$ cat config.mk
export PLATFORM = sky130hd
export DESIGN_NAME = mmio_console
export DESIGN_NICKNAME = d
export VERILOG_FILES = /design/src/rtl/mmio_console.sv
export SDC_FILE = /design/constraint.sdc
export NUM_CORES = 1
export LEC_CHECK = 0
export ABC_AREA = 1
export BUFFER_PORTS_ARGS = -buffer_cell sky130_fd_sc_hd__buf_2
export CAP_MARGIN = 15
export CELL_PAD_IN_SITES_DETAIL_PLACEMENT = 2
export CELL_PAD_IN_SITES_GLOBAL_PLACEMENT = 2
export CORE_ASPECT_RATIO = 0.6
export CORE_MARGIN = 2
export CORE_UTILIZATION = 37
export CTS_BUF_LIST = sky130_fd_sc_hd__clkbuf_8
export DETAILED_ROUTE_END_ITERATION = 6
export PLACE_DENSITY_LB_ADDON = 0.3
export REMOVE_ABC_BUFFERS = 1
export SKIP_LAST_GASP = 1
export SYNTH_ARGS = -nofsm -noshare
export SYNTH_HDL_FRONTEND = slang
export SYNTH_SLANG_ARGS = --single-unit
$ cat constraint.sdc
create_clock -name clk -period 4.21 [get_ports clk]
set_clock_uncertainty 0.15 [all_clocks]
set_input_delay 0.421 -clock clk [delete_from_list [all_inputs] [get_ports clk]]
set_output_delay 0.421 -clock clk [all_outputs]
set_load 0.1 [all_outputs]
$ cat src/rtl/mmio_console.sv
// Avalon-MM console agent: TX byte FIFO drained to a paced valid/ready stream, plus a sticky EXIT register.
// Optional MMIO_CONSOLE_CYCLES_EN adds a clearable free-running cycle counter at offset 0x0C.
module mmio_console #(
  parameter int unsigned FIFO_DEPTH = 16,
  parameter int unsigned DRAIN_DIV  = 4
) (
  input  logic        clk,
  input  logic        rst,
  input  logic        sel,
  input  logic [7:0]  address,
  input  logic        read,
  input  logic        write,
  input  logic [3:0]  byteenable,
  input  logic [31:0] host_to_agent,
  output logic [31:0] agent_to_host,
  output logic        readdatavalid,
  output logic        waitrequest,
  output logic [7:0]  tx_data,
  output logic        tx_valid,
  input  logic        tx_ready,
  output logic        exit_valid,
  output logic [31:0] exit_code
);
  localparam int unsigned AW = (FIFO_DEPTH > 1) ? $clog2(FIFO_DEPTH) : 1;
  localparam int unsigned CW = AW + 1;
  localparam logic [15:0] GAP_INIT = 16'(DRAIN_DIV - 1);

  localparam logic [5:0] REG_TXDATA = 6'd0;
  localparam logic [5:0] REG_STATUS = 6'd1;
  localparam logic [5:0] REG_EXIT   = 6'd2;
  localparam logic [5:0] REG_CYCLES = 6'd3;

  typedef enum logic [1:0] {IDLE, PRESENT, GAP} state_e;

  logic [5:0]    word;
  logic          wr_acc, rd_acc;
  logic          push, pop, empty, full;
  logic [7:0]    mem_q [FIFO_DEPTH];
  logic [AW-1:0] wptr_q, rptr_q;
  logic [CW-1:0] count_q;
  state_e        state_q, state_d;
  logic [15:0]   gap_q, gap_d;
  logic [7:0]    tx_data_q, tx_data_d;
  logic          tx_valid_q, tx_valid_d;
  logic [31:0]   rdata_d, rdata_q;
  logic          rdv_q;
  logic          exit_valid_q;
  logic [31:0]   exit_code_q;
  logic          unused_addr;

  assign word        = address[7:2];
  assign unused_addr = ^address[1:0];

  assign empty = (count_q == '0);
  assign full  = (count_q == CW'(FIFO_DEPTH));

  // A pop in the same cycle frees a slot, so a full-FIFO push is not stalled.
  assign waitrequest = sel & write & (word == REG_TXDATA) & byteenable[0] & full & ~pop;
  assign wr_acc      = sel & write & ~waitrequest;
  assign rd_acc      = sel & read & ~write;
  assign push        = wr_acc & (word == REG_TXDATA) & byteenable[0];

  always_comb begin
    state_d    = state_q;
    gap_d      = gap_q;
    tx_data_d  = tx_data_q;
    tx_valid_d = tx_valid_q;
    pop        = 1'b0;
    case (state_q)
      IDLE: if (!empty) begin
        pop        = 1'b1;
        tx_data_d  = mem_q[rptr_q];
        tx_valid_d = 1'b1;
        state_d    = PRESENT;
      end
      PRESENT: if (tx_ready) begin
        if (DRAIN_DIV > 1) begin
          tx_valid_d = 1'b0;
          gap_d      = GAP_INIT;
          state_d    = GAP;
        end else if (!empty) begin
          pop       = 1'b1;
          tx_data_d = mem_q[rptr_q];
        end else begin
          tx_valid_d = 1'b0;
          state_d    = IDLE;
        end
      end
      GAP: if (gap_q == '0) begin
        if (!empty) begin
          pop        = 1'b1;
          tx_data_d  = mem_q[rptr_q];
          tx_valid_d = 1'b1;
          state_d    = PRESENT;
        end else begin
          state_d = IDLE;
        end
      end else begin
        gap_d = gap_q - 16'd1;
      end
      default: state_d = IDLE;
    endcase
  end

`ifdef MMIO_CONSOLE_CYCLES_EN
  logic [31:0] cyc_q;
  always_ff @(posedge clk) begin
    if (!rst)                                cyc_q <= '0;
    else if (wr_acc && word == REG_CYCLES)   cyc_q <= '0;
    else                                     cyc_q <= cyc_q + 32'd1;
  end
`endif

  always_comb begin
    rdata_d = '0;
    case (word)
      REG_STATUS: rdata_d = {exit_valid_q, 15'd0, 8'(count_q), 6'd0, full, empty};
      REG_EXIT:   rdata_d = exit_code_q;
`ifdef MMIO_CONSOLE_CYCLES_EN
      REG_CYCLES: rdata_d = cyc_q;
`endif
      default:    rdata_d = '0;
    endcase
  end

  // Storage carries no reset; only pointers and count define validity.
  always_ff @(posedge clk) begin
    if (push) mem_q[wptr_q] <= host_to_agent[7:0];
  end

  always_ff @(posedge clk) begin
    if (!rst) begin
      wptr_q       <= '0;
      rptr_q       <= '0;
      count_q      <= '0;
      state_q      <= IDLE;
      gap_q        <= '0;
      tx_data_q    <= '0;
      tx_valid_q   <= 1'b0;
      rdata_q      <= '0;
      rdv_q        <= 1'b0;
      exit_valid_q <= 1'b0;
      exit_code_q  <= '0;
    end else begin
      if (push) wptr_q <= wptr_q + AW'(1);
      if (pop)  rptr_q <= rptr_q + AW'(1);
      case ({push, pop})
        2'b10:   count_q <= count_q + CW'(1);
        2'b01:   count_q <= count_q - CW'(1);
        default: count_q <= count_q;
      endcase
      state_q    <= state_d;
      gap_q      <= gap_d;
      tx_data_q  <= tx_data_d;
      tx_valid_q <= tx_valid_d;
      rdv_q      <= rd_acc;
      if (rd_acc) rdata_q <= rdata_d;
      if (wr_acc && word == REG_EXIT && |byteenable) begin
        exit_valid_q <= 1'b1;
        exit_code_q  <= host_to_agent;
      end
    end
  end

  assign agent_to_host = rdata_q;
  assign readdatavalid = rdv_q;
  assign tx_data       = tx_data_q;
  assign tx_valid      = tx_valid_q;
  assign exit_valid    = exit_valid_q;
  assign exit_code     = exit_code_q;

endmodule

==> report_table.html, run 1 <==
<table>
<tr><th>Metric</th><th>Value</th></tr>
<tr><th colspan="2">Outcome</th></tr>
<tr><td>Run status</td><td>completed</td></tr>
<tr><th colspan="2">Synth</th></tr>
<tr><td>Average cell area after synthesis</td><td>9.45 um2</td></tr>
<tr><td>Multiplexer fraction of the synthesized cell area</td><td>0%</td></tr>
<tr><td>Share of synthesized flip-flops with an asynchronous set or reset</td><td>0%</td></tr>
<tr><td>Register area share after synthesis</td><td>61.8%</td></tr>
<tr><td>Synth area leaders</td><td>edfxtp_1, dfxtp_1, nor2_1</td></tr>
<tr><td>Warnings, synthesis</td><td>0</td></tr>
<tr><td>Largest family of logic cells by synthesized area</td><td>simple AND/OR/NAND/NOR gates</td></tr>
<tr><td>Number of instances in the synthesized netlist</td><td>1035</td></tr>
<tr><td>Simple-gate area share of the yosys netlist</td><td>18.6%</td></tr>
<tr><td>Number of library cell types mapped by synthesis</td><td>35</td></tr>
<tr><td>Primary flip-flop cell chosen by synthesis mapping</td><td>edfxtp_1</td></tr>
<tr><td>Adder-cell share of the synthesized area</td><td>1.15%</td></tr>
<tr><td>Compound-gate portion of the synthesized area</td><td>13.3%</td></tr>
<tr><td>Post-synthesis instance area</td><td>0.00978 mm2</td></tr>
<tr><td>Post-synth top area cell</td><td>edfxtp_1</td></tr>
<tr><td>Fraction of synthesized cell area in xor and xnor cells</td><td>0.627%</td></tr>
<tr><td>Post-synthesis register bit count</td><td>238</td></tr>
<tr><td>Count of flip-flops with a built-in enable after synthesis</td><td>128</td></tr>
<tr><td>Post-synth top area share</td><td>39.3%</td></tr>
<tr><th colspan="2">Routing</th></tr>
<tr><td>Routed WL per cell</td><td>22.2 um</td></tr>
<tr><td>Post-Route WL</td><td>34900 um</td></tr>
<tr><td>Antenna violation net count after detailed routing</td><td>0</td></tr>
<tr><td>Initial drt markers</td><td>468</td></tr>
<tr><td>Vias per Instance</td><td>5.21</td></tr>
<tr><td>DRC</td><td>0</td></tr>
<tr><td>Total number of vias</td><td>8188</td></tr>
<tr><td>Number of iterations in the first detailed-routing pass</td><td>4</td></tr>
<tr><th colspan="2">Setup path</th></tr>
<tr><td>Capturing point of the worst reg2reg path</td><td>count_q[4]</td></tr>
<tr><td>Crit start category</td><td>flop</td></tr>
<tr><td>Delay of the slowest critical-path stage</td><td>430 ps</td></tr>
<tr><td>Kind of critical path</td><td>reg2reg</td></tr>
<tr><td>Critical R2R Launch</td><td>gap_q[0]</td></tr>
<tr><td>Reg2Reg Setup Slack</td><td>450 ps</td></tr>
<tr><td>Highest-delay cell along the critical path</td><td>inv_1</td></tr>
<tr><td>Kind of capture point of the worst setup path</td><td>flop</td></tr>
<tr><td>Critical path data required time</td><td>4530 ps</td></tr>
<tr><td>Count of cells along the worst register-to-register path</td><td>18</td></tr>
<tr><td>Maximum fanout along the worst path</td><td>17</td></tr>
<tr><td>Data arrival time at the worst-slack endpoint</td><td>4080 ps</td></tr>
<tr><td>Cells along the critical path</td><td>inv_1 &gt; ha_1 &gt; nand2_2 &gt; nor2_4 &gt; nand2_2 &gt; nand2_4 &gt; nand2_4 &gt; inv_1 &gt; ha_1 &gt; xor2_1 &gt; ha_1 &gt; inv_1 &gt; nand2_1 &gt; nand2_1 &gt; o21ai_0 &gt; xor2_1 &gt; nand2_1 &gt; a21oi_1</td></tr>
<tr><th colspan="2">STA</th></tr>
<tr><td>Worst Tran Pin Value</td><td>1090 ps</td></tr>
<tr><td>Total negative slack for setup checks</td><td>0 ps</td></tr>
<tr><td>Tmin final</td><td>3760 ps</td></tr>
<tr><td>Count of endpoints failing hold in the final timing report</td><td>0</td></tr>
<tr><td>Fraction of the cycle the final worst path needs</td><td>89.4%</td></tr>
<tr><td>Total of endpoints with negative setup slack in the final report</td><td>0</td></tr>
<tr><td>Tightest slew margin relative to the limit</td><td>27.3%</td></tr>
<tr><td>RSZ-0062 raised after global routing</td><td>no</td></tr>
<tr><td>Highest clock rate</td><td>266 MHz</td></tr>
<tr><td>Pins Over Slew Limit</td><td>0</td></tr>
<tr><th colspan="2">Finish</th></tr>
<tr><td>Fraction of layout cells with a size suffix above 1</td><td>18.1%</td></tr>
<tr><td>Synth-to-layout area growth</td><td>20.0%</td></tr>
<tr><td>Area used by multi-input combinational logic</td><td>0.00330 mm2</td></tr>
<tr><td>Area used by sequential logic in the layout</td><td>0.00605 mm2</td></tr>
<tr><td>Net count of the finished layout</td><td>1243</td></tr>
<tr><td>Core utilization of the finished layout</td><td>44.8%</td></tr>
<tr><td>Fill cell total of the finished layout</td><td>2866</td></tr>
<tr><th colspan="2">Global route</th></tr>
<tr><td>Maximum number of pins on one net before global-route repair</td><td>65</td></tr>
<tr><td>Remaining Overflow, GRT</td><td>0</td></tr>
<tr><td>Via count of the first global-routing pass</td><td>9038</td></tr>
<tr><td>First-pass GRT wire length</td><td>53000 um</td></tr>
<tr><td>Number of antenna violations at the first check in global routing</td><td>1</td></tr>
<tr><td>All-layer global routing usage</td><td>25.1%</td></tr>
<tr><th colspan="2">Clocking</th></tr>
<tr><td>Number of cells upsized or downsized after cts</td><td>0</td></tr>
<tr><td># Post-CTS Setup Buffers</td><td>0</td></tr>
<tr><td>CTS Buf Count</td><td>38</td></tr>
<tr><td>Worst-case clock buffer depth</td><td>3</td></tr>
<tr><td>CTS root buffer</td><td>clkbuf_8</td></tr>
<tr><td>Clock tree from TritonCTS</td><td>built</td></tr>
<tr><td>Clock transition at path regs</td><td>60 ps</td></tr>
<tr><td>Number of sinks driven by the clock tree</td><td>238</td></tr>
<tr><td>Post-CTS Hold Buffers</td><td>23</td></tr>
<tr><td>Clock Latency Late Sink</td><td>560 ps</td></tr>
<tr><td>Max H-tree Level</td><td>2</td></tr>
<tr><th colspan="2">Pwr</th></tr>
<tr><td>Reported leakage power</td><td>0.00466 uW</td></tr>
<tr><td>P per Cell Area</td><td>593 mW/mm2</td></tr>
<tr><td>Highest ir drop seen on vdd</td><td>358 uV</td></tr>
<tr><th colspan="2">Min path</th></tr>
<tr><td>Hold depth</td><td>4</td></tr>
<tr><td>Origin of the worst min-delay path</td><td>tx_ready</td></tr>
<tr><td>Worst hold path endpoint</td><td>state_q[0]</td></tr>
<tr><td>Worst hold path type</td><td>in2reg</td></tr>
<tr><th colspan="2">Place</th></tr>
<tr><td>Global placement routability congestion</td><td>0.804</td></tr>
<tr><td>Buffers on Ports</td><td>123</td></tr>
<tr><td>Detailed-placement wirelength estimate</td><td>22500 um</td></tr>
<tr><th colspan="2">Floorplanning</th></tr>
<tr><td>Number of cell rows</td><td>46</td></tr>
<tr><td>Die Height</td><td>130 um</td></tr>
<tr><td>Effective utilization at floorplan</td><td>37.4%</td></tr>
<tr><td>Io pins</td><td>126</td></tr>
<tr><td>Die footprint</td><td>0.0278 mm2</td></tr>
<tr><td>Horizontal die dimension</td><td>214 um</td></tr>
<tr><td>Standard cell core area</td><td>0.0262 mm2</td></tr>
<tr><th colspan="2">Job</th></tr>
<tr><td>Max-cap viol count</td><td>0</td></tr>
</table>
==> worst max path at each step <==
stage / to / slack [ps] / startpoint
floorplan: count_q[4] / 990 / address[5]
global placement: count_q[4] / 570 / address[5]
detailed placement: count_q[4] / 260 / address[5]
CTS: count_q[4] / 400 / gap_q[0]
global route: count_q[4] / 100 / gap_q[0]
finish: count_q[4] / 450 / gap_q[0]
==> state kept, by name, summed over array words and instances (netlist names), named ones only <==
| register | count |
|---|---|
| tx_data | 8 |
| exit_valid | 1 |
| mem_q | 128 |
| exit_code | 32 |
| gap_q | 16 |
| tx_valid | 1 |
| agent_to_host | 32 |
| rptr_q | 4 |
| state_q | 2 |
| readdatavalid | 1 |
| count_q | 5 |
| wptr_q | 4 |
==> final cells by class <==
cell class | instances | share of cell area, %
Timing Repair Buffer | 163 | 8.29
Multi-Input combinational cell | 688 | 28.1
Clock inverter | 19 | 0.906
Antenna cell | 1 | 0.0213
Clock buffer | 47 | 5.51
Inverter | 55 | 1.76
Sequential cell | 238 | 51.5
Tap cell | 360 | 3.84
==> Yosys cell counts (6+ instances only) <==
cell	instances
clkbuf_1	36
nand2_1	101
inv_1	51
a21oi_1	49
buf_2	12
nand2_2	6
nand4_1	9
edfxtp_1	128
dfxtp_1	110
nor3_1	10
ha_1	9
o21ai_0	155
nor2_1	251
o211ai_1	33
nand3_1	36
==> stage by stage <==
stage	hold slack, ps	std cells	power, uW	setup WS [ps]	area [um2]
2_1_floorplan	309	981	4230	991	9550
3_3_place_gp	297	1481	4800	572	10800
3_5_place_dp	319	1481	4940	260	10800
4_1_cts	3.11	1570	7020	398	11700
5_1_grt	36.8	1571	7370	102	11700
6_report	41.0	1571	6960	446	11700
==> metal layers <==
layer	part of all wire, %	routed length (um)	up-vias	global-route usage [%]
li1	-	-	3820	-
met1	46	16200	4157	33.0
met2	46	16200	159	41.9
met3	5.1	1790	52	5.64
met4	2.2	751	0	7.61
met5	0	0	-	0
==> cell usage in the layout, fill, tap and decap left out <==
cell,instances
clkinv_1,3
ha_1,9
a31oi_1,1
nor2_8,1
o21ai_0,155
a21o_1,1
nand3_4,1
inv_1,63
nand2_4,5
o211ai_1,33
buf_4,17
dfxtp_2,2
nor3_1,10
or2_2,2
a21oi_1,49
nand4_1,9
dfxtp_1,108
inv_6,1
nand3_1,36
nor2_4,2
xnor2_1,2
nor2_2,4
nand2_2,6
nor3_4,1
inv_2,3
nor2_1,250
buf_2,123
nand3b_1,1
clkinv_2,3
and3_1,2
xor2_1,5
bufinv_16,1
clkbuf_8,47
dlygate4sd3_1,23
edfxtp_1,128
a22oi_1,1
diode_2,1
o21a_1,1
nand2_1,101
==> critical path, delay by kind of cell, from the launching register on <==
family                     cells  cell delay (ps)
AOI/OAI and AO/OA              2              390
and+or+nand+nor                8              810
DFF                            1              320
buffers and inverters          3              610
xor gates and xnor gates       2              490
adders and majority gates      3              910
==> power by group <==
part,internal [uW],switching (uW)
sequential,2570,147
clock,1070,966
combinational,573,1630
total,4210,2740
==> logic make-up (layout without fill, tap and decap cells) <==
| group | Yosys count | count (layout) |
|---|---|---|
| other | 0 | 1 |
| DFF | 238 | 238 |
| and+or+nand+nor | 431 | 431 |
| adders and majority gates | 9 | 9 |
| AOI/OAI and AO/OA | 241 | 241 |
| buffers and inverters | 109 | 284 |
| xor gates and xnor gates | 7 | 7 |
Power figures use the tool's default switching activity.
==> run 2, diff against run 1 <==
Settings changed: CELL_PAD_IN_SITES_DETAIL_PLACEMENT 2 to unset, CELL_PAD_IN_SITES_GLOBAL_PLACEMENT 2 to unset, CORE_UTILIZATION 37 to 60.
==> run 2 against run 1 <==
- clock power down 10%
- global-route usage is 1.2 points higher
- flip-flop and latch count is the same
- via count shrank 6.5%
- wire length shrank 35%
- first-iteration DRC count grew 80%
- die area fell by 37%
- design area down 4.4%
- largest power group unchanged
==> report_table.html, run 2 (same netlist as run 1, synthesis figures left out) <==
<table>
<tr><th>Metric</th><th>Value</th></tr>
<tr><th colspan="2">Clocking</th></tr>
<tr><td>Clock tree from TritonCTS</td><td>built (unchanged)</td></tr>
<tr><td>CTS Buf Count</td><td>35 (was 38)</td></tr>
<tr><td>Clock transition at path regs</td><td>70 ps (was 60 ps)</td></tr>
<tr><td>Clock Latency Late Sink</td><td>510 ps (was 560 ps)</td></tr>
<tr><td>Max H-tree Level</td><td>2 (unchanged)</td></tr>
<tr><td>Worst-case clock buffer depth</td><td>3 (unchanged)</td></tr>
<tr><td>Number of sinks driven by the clock tree</td><td>238 (unchanged)</td></tr>
<tr><td>CTS root buffer</td><td>clkbuf_8 (unchanged)</td></tr>
<tr><td># Post-CTS Setup Buffers</td><td>0 (unchanged)</td></tr>
<tr><th colspan="2">Global route</th></tr>
<tr><td>All-layer global routing usage</td><td>26.3% (was 25.1%)</td></tr>
<tr><td>Via count of the first global-routing pass</td><td>6788 (was 9038)</td></tr>
<tr><td>Maximum number of pins on one net before global-route repair</td><td>65 (unchanged)</td></tr>
<tr><td>First-pass GRT wire length</td><td>35400 um (was 53000 um)</td></tr>
<tr><td>Number of antenna violations at the first check in global routing</td><td>0 (was 1)</td></tr>
<tr><td>Remaining Overflow, GRT</td><td>0 (unchanged)</td></tr>
<tr><th colspan="2">STA</th></tr>
<tr><td>Tightest slew margin relative to the limit</td><td>22.1% (was 27.3%)</td></tr>
<tr><td>Highest clock rate</td><td>285 MHz (was 266 MHz)</td></tr>
<tr><td>Total of endpoints with negative setup slack in the final report</td><td>0 (unchanged)</td></tr>
<tr><td>Total negative slack for setup checks</td><td>0 ps (unchanged)</td></tr>
<tr><td>RSZ-0062 raised after global routing</td><td>no (unchanged)</td></tr>
<tr><td>Pins Over Slew Limit</td><td>0 (unchanged)</td></tr>
<tr><td>Worst Tran Pin Value</td><td>1170 ps (was 1090 ps)</td></tr>
<tr><td>Count of endpoints failing hold in the final timing report</td><td>0 (unchanged)</td></tr>
<tr><td>Fraction of the cycle the final worst path needs</td><td>83.4% (was 89.4%)</td></tr>
<tr><td>Tmin final</td><td>3510 ps (was 3760 ps)</td></tr>
<tr><td>Worst Setup Slack, final</td><td>699 ps (was 446 ps)</td></tr>
<tr><th colspan="2">Setup path</th></tr>
<tr><td>Maximum fanout along the worst path</td><td>17 (unchanged)</td></tr>
<tr><td>Critical path data required time</td><td>4490 ps (was 4530 ps)</td></tr>
<tr><td>Highest-delay cell along the critical path</td><td>inv_1 (unchanged)</td></tr>
<tr><td>Crit start category</td><td>flop (unchanged)</td></tr>
<tr><td>Delay of the slowest critical-path stage</td><td>410 ps (was 430 ps)</td></tr>
<tr><td>Combined buffer and inverter count along the critical path</td><td>3 (unchanged)</td></tr>
<tr><td>Cell class contributing the biggest share of worst-path delay</td><td>adder cells (unchanged)</td></tr>
<tr><td>Kind of capture point of the worst setup path</td><td>flop (unchanged)</td></tr>
<tr><td>Data arrival time at the worst-slack endpoint</td><td>3800 ps (was 4080 ps)</td></tr>
<tr><td>Cells along the critical path</td><td>inv_1 &gt; ha_1 &gt; nand2_2 &gt; nor2_4 &gt; nand2_2 &gt; nand2_4 &gt; nand2_4 &gt; inv_1 &gt; ha_1 &gt; xor2_1 &gt; ha_1 &gt; inv_1 &gt; nand2_1 &gt; nand2_1 &gt; o21ai_0 &gt; xor2_1 &gt; nand2_1 &gt; a21oi_1 (unchanged)</td></tr>
<tr><td>Kind of critical path</td><td>reg2reg (unchanged)</td></tr>
<tr><th colspan="2">Place</th></tr>
<tr><td>Global placement routability congestion</td><td>0.872 (was 0.804)</td></tr>
<tr><td>Buffers on Ports</td><td>123 (unchanged)</td></tr>
<tr><td>Placement-stage worst setup slack</td><td>779 ps (was 260 ps)</td></tr>
<tr><td>Detailed-placement wirelength estimate</td><td>14600 um (was 22500 um)</td></tr>
<tr><td>Inst Count DP</td><td>1319 (was 1481)</td></tr>
<tr><th colspan="2">Floorplanning</th></tr>
<tr><td>Horizontal die dimension</td><td>169 um (was 214 um)</td></tr>
<tr><td>Number of cell rows</td><td>36 (was 46)</td></tr>
<tr><td>Die footprint</td><td>0.0174 mm2 (was 0.0278 mm2)</td></tr>
<tr><td>Die Height</td><td>103 um (was 130 um)</td></tr>
<tr><td>Standard cell core area</td><td>0.0161 mm2 (was 0.0262 mm2)</td></tr>
<tr><td>Io pins</td><td>126 (unchanged)</td></tr>
<tr><td>Effective utilization at floorplan</td><td>60.8% (was 37.4%)</td></tr>
<tr><th colspan="2">Routing</th></tr>
<tr><td>Total number of vias</td><td>7657 (was 8188)</td></tr>
<tr><td>Post-Route WL</td><td>22800 um (was 34900 um)</td></tr>
<tr><td>Initial drt markers</td><td>843 (was 468)</td></tr>
<tr><td>DRC</td><td>0 (unchanged)</td></tr>
<tr><td>Vias per Instance</td><td>5.52 (was 5.21)</td></tr>
<tr><td>Routed WL per cell</td><td>16.4 um (was 22.2 um)</td></tr>
<tr><td>Antenna violation net count after detailed routing</td><td>0 (unchanged)</td></tr>
<tr><td>Number of iterations in the first detailed-routing pass</td><td>5 (was 4)</td></tr>
<tr><th colspan="2">Pwr</th></tr>
<tr><td>P per Cell Area</td><td>583 mW/mm2 (was 593 mW/mm2)</td></tr>
<tr><td>Reported leakage power</td><td>0.00449 uW (was 0.00466 uW)</td></tr>
<tr><td>Sum of internal, switching and leakage power</td><td>6540 uW (was 6960 uW)</td></tr>
<tr><td>Highest ir drop seen on vdd</td><td>281 uV (was 358 uV)</td></tr>
<tr><th colspan="2">Finish</th></tr>
<tr><td>Number of antenna cells inserted</td><td>0 (was 1)</td></tr>
<tr><td>Net count of the finished layout</td><td>1211 (was 1243)</td></tr>
<tr><td>Leading cell type in the layout, fill and taps excluded</td><td>nor2_1 (unchanged)</td></tr>
<tr><td>Flip-flop count of the largest register, all copies and words added</td><td>128 (unchanged)</td></tr>
<tr><td>Final standard cell count with taps included and fillers excluded</td><td>1387 (was 1571)</td></tr>
<tr><td>Register with the most flip-flops</td><td>mem_q (unchanged)</td></tr>
<tr><td>Synth-to-layout area growth</td><td>14.7% (was 20.0%)</td></tr>
<tr><td>Fraction of layout cells with a size suffix above 1</td><td>17.4% (was 18.1%)</td></tr>
<tr><td>Fill cell total of the finished layout</td><td>1228 (was 2866)</td></tr>
<tr><td>Most used cells in the layout excluding fill and tap cells</td><td>nor2_1, o21ai_0, edfxtp_1 (unchanged)</td></tr>
<tr><th colspan="2">Min path</th></tr>
<tr><td>Worst hold path type</td><td>in2reg (unchanged)</td></tr>
<tr><th colspan="2">Outcome</th></tr>
<tr><td>Run status</td><td>completed (unchanged)</td></tr>
<tr><th colspan="2">Job</th></tr>
<tr><td>Max-cap viol count</td><td>0 (unchanged)</td></tr>
</table>
[run 2: cell types whose count changed in the layout (fill, tap and decap cells not counted), sizes merged]
| cell | change |
|---|---|
| dlygate4sd3 | -18 |
| buf | -11 |
| clkbuf | -5 |
| clkinv | +5 |
| inv | -3 |
| diode | -1 |
[run 2: path summary, 6_finish.rpt]
check                    startpoint       endpoint  slack (ps)  cells past startpoint
hold reg to reg            tx_valid       tx_valid         320                      2
hold / removal    host_to_agent[18]  exit_code[18]          20                      3
setup reg to reg           gap_q[0]     count_q[4]         700                     18
setup / recovery           gap_q[0]     count_q[4]         700                     18
[run 2: report_power, final]
group | switching, uW | leakage [uW] | total, uW | internal [uW]
clock | 855 | 0.000399 | 1820 | 969
combinational | 1430 | 0.00205 | 1980 | 551
sequential | 157 | 0.00205 | 2730 | 2570
total | 2440 | 0.00449 | 6540 | 4090
[run 2: metal layers]
metal / global-route usage, % / vias up / part of all wire (%)
li1: - / 3760 / -
met2: 39.4 / 304 / 44
met4: 5.97 / 0 / 1.1
met5: 0 / - / 0
met1: 39.4 / 3566 / 46
met3: 6.03 / 27 / 9.4
[run 2: worst reg2reg max path, cell delays in order (launching register included)]
cell     delay [ps]
dfxtp_1         310
inv_1           110
ha_1            260
nand2_2         120
nor2_4          140
nand2_2          80
nand2_4          80
nand2_4         140
inv_1           410
ha_1            380
xor2_1          230
ha_1            180
inv_1            40
nand2_1          90
nand2_1          60
o21ai_0         260
xor2_1          210
nand2_1          70
a21oi_1         110
[run 2: metrics by stage]
| stage | util [%] | hold WS [ps] | instance area, um2 |
|---|---|---|---|
| 2_1_floorplan | - | 309 | 9550 |
| 3_3_place_gp | 65.2 | 297 | 10500 |
| 3_5_place_dp | 65.2 | 307 | 10500 |
| 4_1_cts | 69.8 | 1.69 | 11200 |
| 5_1_grt | 69.8 | 12.5 | 11200 |
| 6_report | 69.8 | 17.0 | 11200 |
[run 2: final cells by class]
type	instances	area (um2)	share of cell area [%]
timing repair buffer	134	711	6.33
clock buffer	42	578	5.15
multi-input combinational	688	3300	29.4
inverter	55	206	1.84
clock inverter	21	113	1.00
tap	209	262	2.33
sequential	238	6050	53.9
[run 2: timing repair]
item,in CTS,in global routing
resized for setup,0,0
hold endpoints to repair,5,0
hold buffers,5,0
